### src/rtl/load_align_unit.sv
// Sequential load-data unit: issues one or two aligned word reads per load, merges the
// beats of a boundary-straddling load, then shifts and sign/zero-extends the field.
module load_align_unit #(
    parameter int DATA_WIDTH = 64,
    parameter int ADDR_WIDTH = 64
) (
    input  logic                  clk_i,
    input  logic                  rst_i,
    input  logic                  req_valid_i,
    output logic                  req_ready_o,
    input  logic [ADDR_WIDTH-1:0] req_addr_i,
    input  logic [2:0]            req_wid_i,
    output logic                  mem_req_valid_o,
    input  logic                  mem_req_ready_i,
    output logic [ADDR_WIDTH-1:0] mem_req_addr_o,
    input  logic                  mem_rsp_valid_i,
    input  logic [DATA_WIDTH-1:0] mem_rsp_data_i,
    output logic                  rsp_valid_o,
    input  logic                  rsp_ready_i,
    output logic [DATA_WIDTH-1:0] rsp_data_o,
    output logic                  rsp_split_o,
    output logic                  rsp_err_o
);

    localparam int BYTES = DATA_WIDTH / 8;
    localparam int OFF_W = $clog2(BYTES);

    typedef enum logic [2:0] {
        S_IDLE  = 3'd0,
        S_REQ0  = 3'd1,
        S_WAIT0 = 3'd2,
        S_REQ1  = 3'd3,
        S_WAIT1 = 3'd4,
        S_RESP  = 3'd5
    } state_t;

    function automatic logic [31:0] size_bytes(input logic [1:0] sz);
        logic [31:0] s;
        case (sz)
            2'b00:   s = 32'd1;
            2'b01:   s = 32'd2;
            2'b10:   s = 32'd4;
            2'b11:   s = 32'd8;
            default: s = 32'd1;
        endcase
        return s;
    endfunction

    function automatic logic is_illegal(input logic [2:0] wid);
        return (wid == 3'b111) || ((wid[1:0] == 2'b11) && (DATA_WIDTH < 64));
    endfunction

    function automatic logic crosses(input logic [OFF_W-1:0] off, input logic [2:0] wid);
        return (32'(off) + size_bytes(wid[1:0])) > 32'(BYTES);
    endfunction

    // Shift the two-beat window down to the field, then left/right shift to extend it.
    function automatic logic [DATA_WIDTH-1:0] extract(input logic [2*DATA_WIDTH-1:0] pair,
                                                      input logic [OFF_W-1:0]        off,
                                                      input logic [2:0]              wid);
        logic [2*DATA_WIDTH-1:0] w;
        logic [DATA_WIDTH-1:0]   lo;
        logic [31:0]             sh;
        w  = pair >> {off, 3'b000};
        lo = w[DATA_WIDTH-1:0];
        sh = 32'(DATA_WIDTH) - (size_bytes(wid[1:0]) << 3);
        lo = lo << sh;
        if (wid[2]) begin
            lo = lo >> sh;
        end else begin
            lo = $signed(lo) >>> sh;
        end
        return lo;
    endfunction

    state_t                state_q, state_d;
    logic [ADDR_WIDTH-1:0] mem_addr_q, mem_addr_d;
    logic [OFF_W-1:0]      off_q, off_d;
    logic [2:0]            wid_q, wid_d;
    logic                  split_q, split_d;
    logic [DATA_WIDTH-1:0] beat0_q, beat0_d;
    logic [DATA_WIDTH-1:0] rsp_data_q, rsp_data_d;
    logic                  rsp_split_q, rsp_split_d;
    logic                  rsp_err_q, rsp_err_d;
    logic                  req_ready_q, req_ready_d;
    logic                  mem_req_valid_q, mem_req_valid_d;
    logic                  rsp_valid_q, rsp_valid_d;

    // Next-state, captured beats and the registered result.
    always_comb begin
        state_d     = state_q;
        mem_addr_d  = mem_addr_q;
        off_d       = off_q;
        wid_d       = wid_q;
        split_d     = split_q;
        beat0_d     = beat0_q;
        rsp_data_d  = rsp_data_q;
        rsp_split_d = rsp_split_q;
        rsp_err_d   = rsp_err_q;
        case (state_q)
            S_IDLE: begin
                if (req_valid_i) begin
                    mem_addr_d = {req_addr_i[ADDR_WIDTH-1:OFF_W], {OFF_W{1'b0}}};
                    off_d      = req_addr_i[OFF_W-1:0];
                    wid_d      = req_wid_i;
                    if (is_illegal(req_wid_i)) begin
                        split_d     = 1'b0;
                        rsp_data_d  = {DATA_WIDTH{1'b0}};
                        rsp_split_d = 1'b0;
                        rsp_err_d   = 1'b1;
                        state_d     = S_RESP;
                    end else begin
                        split_d = crosses(req_addr_i[OFF_W-1:0], req_wid_i);
                        state_d = S_REQ0;
                    end
                end else begin
                    state_d = S_IDLE;
                end
            end
            S_REQ0: begin
                if (mem_req_ready_i) begin
                    state_d = S_WAIT0;
                end else begin
                    state_d = S_REQ0;
                end
            end
            S_WAIT0: begin
                if (mem_rsp_valid_i) begin
                    if (split_q) begin
                        beat0_d    = mem_rsp_data_i;
                        mem_addr_d = mem_addr_q + ADDR_WIDTH'(BYTES);
                        state_d    = S_REQ1;
                    end else begin
                        rsp_data_d  = extract({{DATA_WIDTH{1'b0}}, mem_rsp_data_i}, off_q, wid_q);
                        rsp_split_d = 1'b0;
                        rsp_err_d   = 1'b0;
                        state_d     = S_RESP;
                    end
                end else begin
                    state_d = S_WAIT0;
                end
            end
            S_REQ1: begin
                if (mem_req_ready_i) begin
                    state_d = S_WAIT1;
                end else begin
                    state_d = S_REQ1;
                end
            end
            S_WAIT1: begin
                if (mem_rsp_valid_i) begin
                    rsp_data_d  = extract({mem_rsp_data_i, beat0_q}, off_q, wid_q);
                    rsp_split_d = 1'b1;
                    rsp_err_d   = 1'b0;
                    state_d     = S_RESP;
                end else begin
                    state_d = S_WAIT1;
                end
            end
            S_RESP: begin
                if (rsp_ready_i) begin
                    state_d = S_IDLE;
                end else begin
                    state_d = S_RESP;
                end
            end
            default: begin
                state_d = S_IDLE;
            end
        endcase
        req_ready_d     = (state_d == S_IDLE);
        mem_req_valid_d = (state_d == S_REQ0) || (state_d == S_REQ1);
        rsp_valid_d     = (state_d == S_RESP);
    end

    // State and datapath registers with synchronous reset.
    always_ff @(posedge clk_i) begin
        if (rst_i) begin
            state_q         <= S_IDLE;
            mem_addr_q      <= {ADDR_WIDTH{1'b0}};
            off_q           <= {OFF_W{1'b0}};
            wid_q           <= 3'b000;
            split_q         <= 1'b0;
            beat0_q         <= {DATA_WIDTH{1'b0}};
            rsp_data_q      <= {DATA_WIDTH{1'b0}};
            rsp_split_q     <= 1'b0;
            rsp_err_q       <= 1'b0;
            req_ready_q     <= 1'b1;
            mem_req_valid_q <= 1'b0;
            rsp_valid_q     <= 1'b0;
        end else begin
            state_q         <= state_d;
            mem_addr_q      <= mem_addr_d;
            off_q           <= off_d;
            wid_q           <= wid_d;
            split_q         <= split_d;
            beat0_q         <= beat0_d;
            rsp_data_q      <= rsp_data_d;
            rsp_split_q     <= rsp_split_d;
            rsp_err_q       <= rsp_err_d;
            req_ready_q     <= req_ready_d;
            mem_req_valid_q <= mem_req_valid_d;
            rsp_valid_q     <= rsp_valid_d;
        end
    end

    assign req_ready_o     = req_ready_q;
    assign mem_req_valid_o = mem_req_valid_q;
    assign mem_req_addr_o  = mem_addr_q;
    assign rsp_valid_o     = rsp_valid_q;
    assign rsp_data_o      = rsp_data_q;
    assign rsp_split_o     = rsp_split_q;
    assign rsp_err_o       = rsp_err_q;

endmodule

### config.mk
export PLATFORM = sky130hd
export DESIGN_NAME = load_align_unit
export DESIGN_NICKNAME = d
export VERILOG_FILES = /design/src/rtl/load_align_unit.sv
export SDC_FILE = /design/constraint.sdc
export NUM_CORES = 1
export LEC_CHECK = 0
export ABC_AREA = 1
export BUFFER_PORTS_ARGS = -buffer_cell sky130_fd_sc_hd__buf_2
export CAP_MARGIN = 20
export CORE_AREA = 2 2 199 201
export DETAILED_ROUTE_END_ITERATION = 10
export DIE_AREA = 0 0 201 203
export GPL_TIMING_DRIVEN = 0
export PLACE_DENSITY_LB_ADDON = 0.12
export SLEW_MARGIN = 10
export SYNTH_ARGS = -nofsm -noshare
export SYNTH_HDL_FRONTEND = slang
export SYNTH_SLANG_ARGS = --single-unit
### constraint.sdc
create_clock -name clk_i -period 1.8 [get_ports clk_i]
set_clock_uncertainty 0.05 [all_clocks]
set_input_delay 0.36 -clock clk_i [delete_from_list [all_inputs] [get_ports clk_i]]
set_output_delay 0.36 -clock clk_i [all_outputs]
set_load 0.02 [all_outputs]
==> results of run 1 <==
==> Yosys cell counts, drive strengths merged <==
cell type,count,share of area [%]
a211oi,2,0.087
nand3b,7,0.31
nor4,3,0.11
o21bai,2,0.11
inv,218,4.8
o311ai,2,0.10
clkbuf,80,1.7
nor3,49,1.4
a31oi,11,0.40
buf,127,4.4
o22ai,3,0.11
conb,1,0.022
ha,4,0.29
mux2i,3,0.17
nor3b,1,0.044
o21a,1,0.044
o221ai,2,0.10
xnor2,2,0.10
nand2,979,21
dfxtp,204,24
o211a,1,0.058
o21ai,250,7.3
nand3,443,13
nor2,244,5.6
o31ai,2,0.087
o211ai,73,3.2
and2,9,0.33
a21oi,228,6.6
clkinv,3,0.065
a221oi,6,0.31
fa,1,0.12
a21o,2,0.087
nand4,49,1.8
or2,26,0.95
xor2,16,0.81
a311oi,1,0.051
==> metal layers <==
layer / track usage [%] / overflow
met2: 89.93 / 2
met5: 24.52 / 0
met3: 54.88 / 4
met1: 73.21 / 0
met4: 64.79 / 5
==> stage by stage <==
| stage | instance area (sq um) | setup WS, ps |
|---|---|---|
| 2_1_floorplan | 17300 | -27.41 |
| 3_3_place_gp | 19280 | -1188 |
| 3_5_place_dp | 19280 | -1207 |
| 4_1_cts | 23650 | -488.8 |
==> kinds of logic after synthesis <==
group | Yosys count | share of synthesized area, %
simple gates | 1810 | 45.11
compound gates | 586 | 18.70
buf+inv | 428 | 10.94
flops | 204 | 23.74
fa+ha+maj | 5 | 0.4073
xor+xnor | 18 | 0.9164
mux | 3 | 0.1746
other cells | 1 | 0.02180
==> repair_timing <==
item | 4_1_cts
buffers inserted | 122
hold endpoints to repair | 0
pin swaps | 132
endpoints found under the setup margin | 198
resized for setup | 751
cloned | 8
==> results.md, run 1 <==
* Status: stopped before the end
* Stage reached: 5_1_grt
* Err: [ERROR GRT-0232] Routing congestion too high. Check the congestion heatmap in the GUI.
* Mean Syn Cell Area at 5.631 sq um
* Cells after DPL at around 3800
* DP Wirelength at between 80000 and 90000 um
* GRT overflow at 11
* Ys Warns at 0
* GP Congestion at 1.148
* Post-GRT worst EP: rsp_data_o[34]$_SDFFE_PP0P_/D
* Initial Utilization at around 45%
* Hold buffers post-CTS at 0
* Mapped Cells at 3055
* # rows at 72
* Num CTS Buffers at 25
* Gr usage total at 71.43%
* Yosys reg bits at 204
* Clk buf depth at 3
* Die span in x at around 200 um
* Clk sinks at between 200 and 250
* H-tree depth at 1
* Post-Synthesis Cell Area at between 15000 and 20000 sq um
* Post-synthesis cell type count at 52
* Number of port buffers at 266
* Sequential element share of the synthesized area at 23.74%
* Worst-path end type: register data pin
* Clock root buffer: clkbuf_16
* Number of I/O pins at 270
* Largest net degree at the start of global routing at 13
* Die height at roughly 200 um
==> run 2, diff against run 1 <==
CORE_AREA = 2 2 243 245   (was 2 2 199 201)
DIE_AREA = 0 0 245 247   (was 0 0 201 203)
PLACE_DENSITY_LB_ADDON = 0.15   (was 0.12)
clock period = 2.3 ns   (was 1.8 ns; I/O delays follow)
==> run 2 against run 1 <==
Against the previous run: the flow now finishes, with violations (setup timing); area after synthesis unchanged; synthesized cell count unchanged.
==> results.md, run 2 <==
* GP Congestion at 1.011 (was 1.148)
* DP Wirelength at 92830 um (was 83850 um)
* H-tree depth at 1 (unchanged)
* Max capacitance violation total at 0
* Top cells by area, synth: dfxtp_1 (24%), nand2_1 (21%), nand3_1 (13%), a21oi_1 (6.6%), o21ai_0 (5.9%) (unchanged)
* Post-Route M1 WL at 44500 um
* Count leader, synth: nand2_1 (unchanged)
* Area grow syn2layout at 32.23%
* CP Max Fanout at 11
* Final #Nets at between 3000 and 4000
* CP max stage delay at between 300 and 400 ps
* Iteration-0 DRC count of the detailed router at 2616
* Adder-cell share of the synthesized area at 0.4073% (unchanged)
* Crit path DAT at 2770 ps
* Worst-path clk slew at ~60 ps
* Latest clock arrival within the worst-skew pair at 580 ps
* Power Density at 735.9 nW/um^2
* Xor/xnor share of the synthesized area at 0.9164% (unchanged)
* Startpoint types: flip-flop
* Slew headroom at 19.34%
* Sequential element share of the synthesized area at 23.74% (unchanged)
* Wire length on met2 at 53020 um
* Sw power at 7.937 mW
* Worst Setup Slack, final at -19.25 ps
* Leakage at 9.855 nW
* Wire length per cell at 27.81 um
* Worst-margin pin slew at 1210 ps
* Buffers & Inverters on Critical Path at 4
* Ys Warns at 0 (unchanged)
* Mapped Cells at 3055 (unchanged)
* Synth area leader: dfxtp_1 (unchanged)
* Slowest CP cell: dfxtp_4
* Fin crit period at around 2300 ps
* Hold wc startpoint: mem_rsp_data_i[20]
* CP most frequent cell: buf_12
* Tot Pwr at 16.74 mW
* CP Data Required Time at around 2800 ps
* Part of the power in registers at about a quarter
* Hold buffers post-CTS at 0 (unchanged)
* Int Power at between 8 and 9 mW
* # fillers at 6691
* First-pass GRT wire length at 162300 um
* Antenna Cells at 0
* Final Slew Violations at 0
* Top post-synthesis cells by count: nand2_1 (975), nand3_1 (438), nor2_1 (233) (unchanged)
* CTS tree: done
* R2R Path End: rsp_data_o[41]$_SDFFE_PP0P_
* Worst vdd ir at 0.5600 mV
* Status: complete, but fails checks (was stopped before the end)
* Compound-Gate Fraction of Synth Area at 18.70% (unchanged)
* Antenna violations before repair at 3
* Synth top area share at 23.74% (unchanged)
* Simple-gate share of the synthesized area at 45.11% (unchanged)
* Net Sw Frac at 47.41%
* CP top delay family: simple AND/OR/NAND/NOR gates
* Hold Path Class: input port to flip-flop
* Initial Utilization at 29.54% (was 44.72%)
* CP endpoint: rsp_data_o[41]$_SDFFE_PP0P_
* GRT overflow at 0
* Clock root buffer: clkbuf_16 (unchanged)
* Largest family of logic cells by synthesized area: simple AND/OR/NAND/NOR gates (unchanged)
* Final setup vio count at 5
* Mean Syn Cell Area at 5.631 sq um (unchanged)
* Yosys reg bits at 204 (unchanged)
* # DRC at 0
* Failing checks: setup timing
* Flop-to-flop setup slack at -20 ps
* Gr usage total at between 30% and 40%
* Area of the die at 60520 sq um
* Share of cells above drive strength 1 at 24.75%
* Power share of the clock group at between 20% and 30%
* Number of I/O pins at 270 (unchanged)
* Crit path kind: flip-flop to flip-flop
* Cell depth of the worst setup path at 13
* Core Region at 58240 sq um
* Via density at 5.752
* Ys async rst share at 0% (unchanged)
* Number of port buffers at 266 (unchanged)
* Worst R2R Path Depth at 13
* Fmax at ~430 MHz
* RSZ-0062 raised after global routing: yes
* Crit-path cells: buf_12 -> buf_12 -> o211ai_1 -> nand3_2 -> nand3_4 -> nand2_4 -> nor2_4 -> buf_4 -> buf_6 -> nand2_8 -> o21ai_2 -> nand2_1 -> a21oi_1
* Drt pass-1 iters at 8
* Final Hold Fails at 0
* Clk sinks at 204 (unchanged)
* Met3 WL at 10320 um
* Final ANT Viol Nets at 0
* Num CTS Buffers at 26 (was 25)
* Most frequent cells in the layout: nand2_1 (920), nand3_1 (389), buf_2 (290), a21oi_1 (210), inv_1 (202)
* Worst r2r src: off_q[0]$_SDFFE_PP0P_
* Combinational share of power at about half
* Commonest non-fill, non-tap cell in the layout: nand2_1
* Die span in x at 245 um (was 201 um)
* Post-Synthesis Cell Area at 17200 sq um (unchanged)
* Die height at 247 um (was 203 um)
* Final wirelength at 116800 um
* Source of the critical timing path: off_q[0]$_SDFFE_PP0P_
* Largest net degree at the start of global routing at 14
* Clk buf depth at 3 (unchanged)
* Via Count at 24150
* Top layer in use: met4
* Final Non-Filler Cells at 4199
* Post-synthesis cell type count at 52 (unchanged)
* Tcrit/Tclk final at 100.8%
* Cells after DPL at 4098 (was 3841)
* Post-synthesis mux area share at 0.1745% (unchanged)
* Vias in the first global route at roughly 23000
* Synth Flop Type: dfxtp_1 (unchanged)
* Endpoint kind of the worst setup timing path: flip-flop
* # rows at 89 (was 72)
* Post-synth EDFFs at 0 (unchanged)
## run 2: cell counts after synthesis
Identical to the previous run, type by type.
## run 2: tightest hold or removal path: stages
cell and delay [ps]:
buf_2 110, nand3_1 70, a21oi_1 60
## run 2: worst min path at each step
| stage | endpoint | cells after the start | slack (ps) |
|---|---|---|---|
| final | beat0_q[20]$_SDFFE_PP0P_ | 3 | 120 |
| after global routing | beat0_q[13]$_SDFFE_PP0P_ | 3 | 130 |
| after CTS | beat0_q[20]$_SDFFE_PP0P_ | 3 | 100 |
| after detailed placement | beat0_q[1]$_SDFFE_PP0P_ | 2 | 410 |
| after global placement | beat0_q[1]$_SDFFE_PP0P_ | 2 | 410 |
| after floorplan | beat0_q[4]$_SDFFE_PP0P_ | 2 | 370 |
## run 2: timing repair
action                                  in CTS  in global routing
gates resized for setup                    272                352
pin swaps                                   19                 61
buffers inserted                            25                 26
endpoints found under the setup margin     165                154
cloned                                       1                  3
## run 2: per-layer routing
layer | vias to the layer above | global-route usage, %
li1 | 10890 | -
met3 | 403 | 6.067
met4 | 0 | 23.62
met5 | - | 0
met1 | 11400 | 45.56
met2 | 1463 | 61.97
## run 2: area by class of cell
class / count / area (sq um) / area share, %
multi-input cells: 2427 / 12510 / 55.00
flip-flops and latches: 204 / 4110 / 18.07
repair buffers: 321 / 1864 / 8.195
plain buffers: 206 / 1590 / 6.991
well taps: 773 / 967.2 / 4.252
inverters: 221 / 853.3 / 3.751
clock buffers: 31 / 689.4 / 3.031
clock inverters: 16 / 162.7 / 0.7150
## run 2: per-stage QoR
step / setup WS [ps] / TNS [ps] / hold slack [ps] / area [sq um] / utilization (%)
2_1_floorplan: 175.4 / 0 / 374.4 / 17210 / -
3_3_place_gp: -821.4 / -92690 / 407.7 / 19510 / 33.50
3_5_place_dp: -829.0 / -73700 / 410.7 / 19540 / 33.55
4_1_cts: -3.054 / -3.054 / 97.26 / 21380 / 36.71
5_1_grt: -101.1 / -1243 / 127.8 / 22750 / 39.06
6_report: -19.25 / -26.35 / 124.4 / 22750 / 39.06
## run 2: cells by family (layout without fill, tap and decap cells)
| group | count (synthesis) | in the layout |
|---|---|---|
| multiplexers | 3 | 3 |
| AO/OA/AOI/OAI | 586 | 586 |
| flip-flops | 204 | 204 |
| XOR/XNOR | 18 | 18 |
| adder cells (fa/ha/maj) | 5 | 5 |
| other | 1 | 3 |
| AND/OR/NAND/NOR | 1810 | 1812 |
| buffers and inverters | 428 | 795 |
## run 2: power by group through the flow
| stage | clock network (mW) | logic, mW | registers, mW |
|---|---|---|---|
| after floorplan | 0 | 3.57 | 4.80 |
| after global placement | 0 | 6.93 | 4.48 |
| after detailed placement | 0 | 6.87 | 4.48 |
| after CTS | 4.22 | 7.31 | 4.41 |
| after global routing | 4.37 | 8.57 | 4.48 |
| final | 4.16 | 8.16 | 4.43 |
No activity file was read; power rests on OpenSTA's default activity.
==> run 3, diff against run 2 <==
CTS_BUF_LIST = sky130_fd_sc_hd__clkbuf_2 sky130_fd_sc_hd__clkbuf_4 sky130_fd_sc_hd__clkbuf_8   (was default)
==> run 3 against run 2 <==
Against the previous run: the run still ends with setup timing left; wire length is 0.29% higher; core utilization is 0.14 points lower; sequential cell count stayed put; register-to-register slack worse by 60 ps; critical path type unchanged.
==> results.md, run 3 (synthesis gave the netlist of run 2 again) <==
* CP Data Required Time at 2800 ps (was 2750 ps)
* Core Region at 58240 sq um (unchanged)
* # DRC at 0 (unchanged)
* Gr usage total at 37.73% (was 37.55%)
* Worst R2R Path Depth at 12 (was 13)
* Vias in the first global route at 23200 (was 23150)
* Final Slew Violations at 0 (unchanged)
* Worst-margin pin slew at 1160 ps (was 1210 ps)
* Worst Hold Margin at 70.09 ps (was 124.4 ps)
* GP Congestion at 1.011 (unchanged)
* Via density at 5.757 (was 5.752)
* Slew headroom at 22.66% (was 19.34%)
* Area grow syn2layout at 31.77% (was 32.23%)
* H-tree depth at 2 (was 1)
* Latest clock arrival within the worst-skew pair at 630 ps (was 580 ps)
* Design area at 22670 sq um (was 22750 sq um)
* CP Max Fanout at 11 (unchanged)
* Post-Route Setup TNS at -409.5 ps (was -26.35 ps)
* # rows at 89 (unchanged)
* Max capacitance violation total at 0 (unchanged)
* Source of the critical timing path: off_q[0]$_SDFFE_PP0P_ (unchanged)
* Sw power at 7.897 mW (was 7.937 mW)
* Initial Utilization at 29.54% (unchanged)
* Cell count of the worst hold path at 3 (unchanged)
* Cells after DPL at 4098 (unchanged)
* Area of the die at 60520 sq um (unchanged)
* Fmax at 420.2 MHz (was 431.2 MHz)
* Endpoint kind of the worst setup timing path: flip-flop (unchanged)
* Worst Setup Slack, final at -79.73 ps (was -19.25 ps)
* Int Power at 8.578 mW (was 8.803 mW)
* Combinational share of power at 49.2% (was 48.7%)
* Clk buf depth at 3 (unchanged)
* Antenna violations before repair at 2 (was 3)
* Die span in x at 245 um (unchanged)
* Part of the power in registers at 26.9% (was 26.5%)
* Iteration-0 DRC count of the detailed router at 2544 (was 2616)
* Flop-to-flop setup slack at -80 ps (was -20 ps)
* Final Hold Fails at 0 (unchanged)
* Share of cells above drive strength 1 at 25.69% (was 24.75%)
* Hold buffers post-CTS at 0 (unchanged)
* Hold wc startpoint: req_addr_i[4] (was mem_rsp_data_i[20])
* Failing checks: setup timing (unchanged)
* Number of port buffers at 266 (unchanged)
* Num CTS Buffers at 40 (was 26)
* Wire length per cell at 27.76 um (was 27.81 um)
* Antenna Cells at 0 (unchanged)
* R2R Path End: rsp_data_o[46]$_SDFFE_PP0P_ (was rsp_data_o[41]$_SDFFE_PP0P_)
* Startpoint types: flip-flop (unchanged)
* Most frequent cells in the layout: nand2_1 (918), nand3_1 (383), buf_2 (290), a21oi_1 (210), inv_1 (201) (was nand2_1 (920), nand3_1 (389), buf_2 (290), a21oi_1 (210), inv_1 (202))
* Number of I/O pins at 270 (unchanged)
* Placed cell area at 19540 sq um (unchanged)
* Hold Path Class: input port to flip-flop (unchanged)
* Min-Delay Endpoint: mem_req_addr_o[4]$_SDFFE_PP0P_ (was beat0_q[20]$_SDFFE_PP0P_)
* GRT met3 Usage at 6.360% (was 6.067%)
* Worst-path clk slew at 60 ps (about the same)
* Leakage at 9.879 nW (was 9.855 nW)
* Drt pass-1 iters at 9 (was 8)
* Clock root buffer: clkbuf_8 (was clkbuf_16)
* Via Count at 24280 (was 24150)
* Final ANT Viol Nets at 0 (unchanged)
* Met2 Use GR at 61.54% (was 61.97%)
* Core Util, Final at 38.92% (was 39.06%)
* Power share of the clock group at 23.9% (was 24.8%)
* Crit path kind: flip-flop to flip-flop (unchanged)
* Pre-CTS WS at -829.0 ps (unchanged)
* Worst r2r src: off_q[0]$_SDFFE_PP0P_ (unchanged)
* Fin crit period at 2380 ps (was 2319 ps)
* DP Wirelength at 92830 um (unchanged)
* Busiest metal layer after global routing: met2 (unchanged)
* Tot Pwr at 16.47 mW (was 16.74 mW)
* Status: complete, but fails checks (unchanged)
* Clk sinks at 204 (unchanged)
* Tcrit/Tclk final at 103.5% (was 100.8%)
* RSZ-0062 raised after global routing: yes (unchanged)
* Commonest non-fill, non-tap cell in the layout: nand2_1 (unchanged)
* Die height at 247 um (unchanged)
* CTS tree: done (unchanged)
* First-pass GRT wire length at 162300 um (about the same)
* GRT overflow at 0 (unchanged)
* Final #Nets at 3562 (was 3549)
* Crit path DAT at 2880 ps (was 2770 ps)
* Final Non-Filler Cells at 4218 (was 4199)
* Largest net degree at the start of global routing at 11 (was 14)
* Net Sw Frac at 47.93% (was 47.41%)
* Power Density at 726.7 nW/um^2 (was 735.9 nW/um^2)
* Met1 global-route usage at 45.08% (was 45.56%)
* Final wirelength at 117100 um (was 116800 um)
* Final setup vio count at 14 (was 5)
* Worst vdd ir at 0.4731 mV (was 0.5600 mV)
## run 3: timing repair
item | in CTS | in global routing
hold endpoints to repair | 0 | 0
pin swaps | 18 | 48
endpoints found under the setup margin | 167 | 154
gates cloned | 0 | 2
buffers inserted | 25 | 27
gates resized for setup | 271 | 350
## run 3: worst max-delay path by stage
stage	slack, ps	end	cells past startpoint
detailed placement	-830	mem_req_addr_o[60]$_SDFFE_PP0P_	10
global placement	-820	mem_req_addr_o[60]$_SDFFE_PP0P_	10
floorplan	180	mem_req_addr_o[51]$_SDFFE_PP0P_	10
CTS	-10	rsp_data_o[51]$_SDFFE_PP0P_	10
global route	-130	rsp_data_o[36]$_SDFFE_PP0P_	12
finish	-80	rsp_data_o[46]$_SDFFE_PP0P_	12
## run 3: final cells by class
class	instances	area (sq um)
Buffer	206	1562
Timing Repair Buffer	321	1827
Clock buffer	60	750.7
Clock inverter	7	65.06
Fill cell	6706	35570
Multi-Input combinational cell	2426	12530
Sequential cell	204	4114
Inverter	221	850.8
Tap cell	773	967.2
## run 3: per-layer routing
metal,routed length (um),up-vias
met3,10190,431
li1,-,10920
met2,52570,1465
met1,44720,11460
met5,0,-
met4,9616,0
## run 3: critical path: stages, from the launching register on
cell and delay (ps):
dfxtp_4 350, buf_8 150, buf_12 160, o21ai_0 260, o21ai_2 110, nand2_1 90
nand3_2 220, nand3_4 240, buf_8 170, nand3_1 140, nand2_1 110, nand2_1 80
a21oi_2 170
## run 3: power groups by stage
stage	sequential, mW	combinational (mW)	clock [mW]
6_report	4.43	8.11	3.94
5_1_grt	4.48	8.53	4.16
4_1_cts	4.42	7.25	4.02
3_5_place_dp	4.48	6.87	0
3_3_place_gp	4.48	6.93	0
2_1_floorplan	4.80	3.57	0
